File: config.mk
export PLATFORM = sky130hd
export DESIGN_NAME = multicycle_ctrl
export DESIGN_NICKNAME = d
export VERILOG_FILES = /design/src/rtl/multicycle_ctrl.sv
export SDC_FILE = /design/constraint.sdc
export NUM_CORES = 1
export LEC_CHECK = 0
export BUFFER_PORTS_ARGS = -buffer_cell sky130_fd_sc_hd__buf_2
export CORE_ASPECT_RATIO = 1.1
export CORE_UTILIZATION = 46
export DETAILED_ROUTE_END_ITERATION = 8
export PLACE_DENSITY_LB_ADDON = 0.1
export SLEW_MARGIN = 20
export SYNTH_ARGS = -nofsm -noshare
export SYNTH_HDL_FRONTEND = slang
export SYNTH_SLANG_ARGS = --single-unit
File: constraint.sdc
create_clock -name clk -period 3.4 [get_ports clk]
set_input_delay 0.68 -clock clk [delete_from_list [all_inputs] [get_ports clk]]
set_output_delay 0.68 -clock clk [all_outputs]
set_load 0.03 [all_outputs]
File: src/rtl/multicycle_ctrl.sv
// multicycle_ctrl: multi-cycle FETCH/DECODE/EXEC/MEM/WB control sequencer for the Rtypeinst datapath.
// Latency: R-type 4, LW 5, SW 4, BEQ/CALL/RET 3 cycles from FETCH to pc_en; HALT/illegal opcodes park in HALTED/FAULT.
// Backpressure: none; the datapath is assumed to complete each step in one cycle, and reset aborts any instruction in flight.
// Ports: clk/reset (sync, active-high); op/zero from datapath; RegDst..PCSrc, ALUOp,
//   push/pop, pc_en datapath controls; state, sp_depth, halted, fault status.
module multicycle_ctrl #(
  parameter int STACK_DEPTH = 16,
  parameter int DW          = $clog2(STACK_DEPTH + 1)
) (
  input  logic          clk,
  input  logic          reset,
  input  logic [5:0]    op,
  input  logic          zero,
  output logic          RegDst,
  output logic          ALUSrc,
  output logic          Mem2Reg,
  output logic          MemRead,
  output logic          MemWrite,
  output logic          RegWrite,
  output logic          PCSrc,
  output logic [4:0]    ALUOp,
  output logic          push,
  output logic          pop,
  output logic          pc_en,
  output logic [2:0]    state,
  output logic [DW-1:0] sp_depth,
  output logic          halted,
  output logic          fault
);

  typedef enum logic [2:0] {
    S_FETCH  = 3'd0,
    S_DECODE = 3'd1,
    S_EXEC   = 3'd2,
    S_MEM    = 3'd3,
    S_WB     = 3'd4,
    S_HALTED = 3'd5,
    S_FAULT  = 3'd6
  } state_t;

  localparam logic [5:0] OP_RTYPE = 6'b000000;
  localparam logic [5:0] OP_LW    = 6'b100011;
  localparam logic [5:0] OP_SW    = 6'b101011;
  localparam logic [5:0] OP_BEQ   = 6'b000100;
  localparam logic [5:0] OP_CALL  = 6'b000011;
  localparam logic [5:0] OP_RET   = 6'b000111;
  localparam logic [5:0] OP_HALT  = 6'b111111;

  localparam logic [DW-1:0] DEPTH_FULL = DW'(STACK_DEPTH);

  state_t     state_q, state_d;
  logic [5:0] ir_op;

  assign state = state_q;

  // State, opcode register, stack depth and sticky flags.
  always_ff @(posedge clk) begin
    if (reset) begin
      state_q  <= S_FETCH;
      ir_op    <= 6'd0;
      sp_depth <= '0;
      halted   <= 1'b0;
      fault    <= 1'b0;
    end else begin
      state_q <= state_d;
      if (state_q == S_FETCH) ir_op <= op;
      // Guards are redundant with the DECODE overflow checks; they keep
      // the counter from wrapping even if that invariant were broken.
      if (push && sp_depth != DEPTH_FULL)   sp_depth <= sp_depth + DW'(1);
      else if (pop && sp_depth != '0)       sp_depth <= sp_depth - DW'(1);
      if (state_d == S_HALTED) halted <= 1'b1;
      if (state_d == S_FAULT)  fault  <= 1'b1;
    end
  end

  // Next state and control decode. Controls are gated off during reset so
  // an aborted instruction never issues a strobe in the reset cycle.
  always_comb begin
    state_d  = state_q;
    RegDst   = 1'b0;
    ALUSrc   = 1'b0;
    Mem2Reg  = 1'b0;
    MemRead  = 1'b0;
    MemWrite = 1'b0;
    RegWrite = 1'b0;
    PCSrc    = 1'b0;
    ALUOp    = 5'd0;
    push     = 1'b0;
    pop      = 1'b0;
    pc_en    = 1'b0;

    case (state_q)
      S_FETCH:  state_d = S_DECODE;
      S_DECODE: begin
        case (ir_op)
          OP_RTYPE, OP_LW, OP_SW, OP_BEQ: state_d = S_EXEC;
          OP_CALL: state_d = (sp_depth == DEPTH_FULL) ? S_FAULT : S_EXEC;
          OP_RET:  state_d = (sp_depth == '0)         ? S_FAULT : S_EXEC;
          OP_HALT: state_d = S_HALTED;
          default: state_d = S_FAULT;
        endcase
      end
      S_EXEC: begin
        case (ir_op)
          OP_RTYPE: begin
            state_d = S_WB;
            ALUOp   = 5'd2;
            RegDst  = 1'b1;
          end
          OP_LW: begin
            state_d = S_MEM;
            ALUSrc  = 1'b1;
          end
          OP_SW: begin
            state_d = S_MEM;
            ALUSrc  = 1'b1;
          end
          OP_BEQ: begin
            state_d = S_FETCH;
            ALUOp   = 5'd1;
            PCSrc   = zero;
            pc_en   = 1'b1;
          end
          OP_CALL: begin
            state_d = S_FETCH;
            push    = 1'b1;
            PCSrc   = 1'b1;
            pc_en   = 1'b1;
          end
          OP_RET: begin
            state_d = S_FETCH;
            pop     = 1'b1;
            PCSrc   = 1'b1;
            pc_en   = 1'b1;
          end
          default: state_d = S_FAULT;
        endcase
      end
      S_MEM: begin
        ALUSrc = 1'b1;
        if (ir_op == OP_LW) begin
          state_d = S_WB;
          MemRead = 1'b1;
        end else begin
          state_d  = S_FETCH;
          MemWrite = 1'b1;
          pc_en    = 1'b1;
        end
      end
      S_WB: begin
        state_d = S_FETCH;
        if (ir_op == OP_LW) begin
          ALUSrc   = 1'b1;
          MemRead  = 1'b1;
          Mem2Reg  = 1'b1;
          RegWrite = 1'b1;
          pc_en    = 1'b1;
        end else begin
          ALUOp    = 5'd2;
          RegDst   = 1'b1;
          RegWrite = 1'b1;
          pc_en    = 1'b1;
        end
      end
      S_HALTED: state_d = S_HALTED;
      S_FAULT:  state_d = S_FAULT;
      default:  state_d = S_FAULT;
    endcase

    if (reset) begin
      RegDst   = 1'b0;
      ALUSrc   = 1'b0;
      Mem2Reg  = 1'b0;
      MemRead  = 1'b0;
      MemWrite = 1'b0;
      RegWrite = 1'b0;
      PCSrc    = 1'b0;
      ALUOp    = 5'd0;
      push     = 1'b0;
      pop      = 1'b0;
      pc_en    = 1'b0;
    end
  end

endmodule

==> reports/metrics.csv <==
metric,value,unit
dp_slack,0.1409,ns
synth_edf_count,0,
p_switching,0.4631,mW
ys_seq_area_frac,0.2838,
clock-root-buffer,clkbuf_4,
clk-insertion-delay-late,0.29,ns
yosysTopAreaCell,dfxtp_1,
combPwrFrac,0.579,
h-tree-depth,1,
die_h,53.95,um
core-area,0.002275,mm2
track_usage,0.2137,
status,finished clean,
synth_flop_cell,dfxtp_1,
clk_pin_slew_worst_paths,0.09,ns
crit_arrival,3.37,ns
cts_made_buffers,3,
drtIter0Drc,26,
syn_avg_cell_area,8.119,um2
max-slew-margin-rel,0.5821,
p_int,0.4895,mW
postSynthCellCount,139,
dp_hpwl,2.004,mm
hold_path.class,flip-flop to flip-flop,
cts_max_path_buffers,2,
synthesis.area,0.001129,mm2
p_leak,0.6169,nW
drc,0,
via_per_inst,5.650,
grt_pass1_vias,956,
worst_slack,0.1931,ns
synth.distinct_cells,47,
antenna_left,0,
clock_skew,0.003606,ns
die_w,49.23,um
io_pins,34,
cts-hold-fix-buffers,0,
final_hold_viol_count,0,
antenna_found_initial,0,
syn2layout_area_growth,18.29,%
initial_core_util,0.4961,
async_flop_share,0,
synth-seq-cells,16,
critPathCaptureType,flip-flop,
synth.area.top_cells,"dfxtp_1, mux2i_1, nor2_1",
finalCriticalPeriod,3.207,ns
final_cell_area,0.001335,mm2
final_nets,182,
max_freq,0.3118,GHz
gp_congestion,0.8387,
wirelength,2.674,mm
critical_path.max_fanout,8,
p_per_area,713.5,mW/mm2
tritoncts,built,
drv_slew,0,
portBuffers,30,
finalPower,0.9526,mW
crit_chain,or4_4 > nor3_4 > nand3_1 > nor2_2 > nand2_1 > fa_1 > a21o_1 > a21oi_2 > mux2_2 > a21oi_1 > a311oi_1,
yosysMostFrequentCell,nor2_1,
worstMarginPinSlew,0.6234,ns
cts.sinks,16,
synth_common_cells,"nor2_1, dfxtp_1, a21oi_1",
start_kind,flip-flop,
post_dp_cell_area,0.001303,mm2
path_buf_inv,0,
worstPathRequired,3.57,ns
vias,1113,
seq_power_share,0.316,
dieArea,0.002656,mm2
path_class,flip-flop to flip-flop,
netlist.area_leader.share,0.2838,
ir_drop,0.4914,mV
timing.reg2reg.setup_slack,0.19,ns
diodes,0,
synth_warnings,0,
grt_max_degree,25,
drive_above_1_share,0.3114,
setup_viol,0,
critPathMaxStageDelay,0.60,ns
clockPowerShare,0.105,
fin_tns_setup,0,ns
dr.pass1.iters,4,
critPathSlowestCell,or4_4,
cts_setup_buffers,0,
placementRows,18,
post_cts_resized,0,
path_delay_family,simple AND/OR/NAND/NOR gates,
maxCapViolations,0,
route.detailed.wl_per_inst,13.57,um
grt_setup_unrepaired,no,
fin_crit_sh,0.9432,
grt_pass1_wl,4.305,mm
grt_overflow,0,
swShare,0.4862,
-- area by class of cell --
cell class	count	area, um2
fillers	225	939.7
inverters	6	22.52
well taps	30	37.54
multi-input cells	107	744.5
flip-flops and latches	16	320.3
clock buffers	3	22.52
repair buffers	35	187.7
-- power by group through the flow --
stage / registers (mW) / logic, mW / clock network (mW)
finish: 0.301 / 0.552 / 0.100
global route: 0.310 / 0.606 / 0.111
detailed placement: 0.304 / 0.544 / 0
global placement: 0.300 / 0.539 / 0
floorplan: 0.339 / 0.385 / 0
CTS: 0.300 / 0.546 / 0.104
-- sequential cells by signal, summed over array words and instances, names as in the netlist --
name and cells:
fault 1, sp_depth 5, ir_op 6, halted 1, state 3
-- worst register-to-register path, stage by stage, from the launching register on --
cell      delay, ns
dfxtp_1        0.38
or4_4          0.60
nor3_4         0.24
nand3_1        0.19
nor2_2         0.14
nand2_1        0.15
fa_1           0.44
a21o_1         0.21
a21oi_2        0.19
mux2_2         0.35
a21oi_1        0.14
a311oi_1       0.05
-- cell usage in the layout, fill, tap and decap left out, types with 2 or more instances in the layout --
cell       n
a21o_1     2
a21oi_1   10
buf_2     30
buf_4      5
clkbuf_4   3
conb_1     3
dfxtp_1   16
ha_1       3
inv_1      6
mux2_2     2
mux2i_1    8
nand2_1    7
nand3_1    3
nor2_1    18
nor3_1     6
o21ai_0    5
o22ai_1    3
or3_1      2
or4_1      2
or4_4      2
xor2_1     3
-- worst paths after layout --
check / to / cells past startpoint / startpoint
setup reg to reg: sp_depth[4]$_SDFFE_PP0P_ / 11 / ir_op[3]$_SDFFE_PP0P_
setup / recovery: sp_depth[4]$_SDFFE_PP0P_ / 11 / ir_op[3]$_SDFFE_PP0P_
hold / removal: fault$_SDFFE_PP0N_ / 2 / fault$_SDFFE_PP0N_
hold reg to reg: fault$_SDFFE_PP0N_ / 2 / fault$_SDFFE_PP0N_
-- cells by family after synthesis --
logic type               Yosys count  synth area share
buffers and inverters             18           0.07427
other                              1          0.003323
multiplexers                      10           0.09091
AND/OR/NAND/NOR                   54            0.2705
adder cells (fa/ha/maj)            4           0.05100
AO/OA/AOI/OAI                     32            0.1951
flip-flops                        16            0.2838
XOR/XNOR                           4           0.03105
-- through the flow --
| stage | util | hold WS [ns] | cells |
|---|---|---|---|
| global route | 0.5869 | 0.5112 | 197 |
| CTS | 0.5825 | 0.4773 | 197 |
| finish | 0.5869 | 0.4729 | 197 |
| floorplan | - | 0.5441 | 141 |
| global placement | 0.5726 | 0.4622 | 194 |
| detailed placement | 0.5726 | 0.4630 | 194 |
-- metal layers --
layer  vias to the layer above  share of wire  track usage
met5                         -              0            0
met4                         0         0.0090      0.07843
met3                         4          0.043      0.03390
met2                        37           0.50       0.3516
met1                       525           0.45       0.2835
li1                        547              -            -
(Power assumes the default switching activity.)
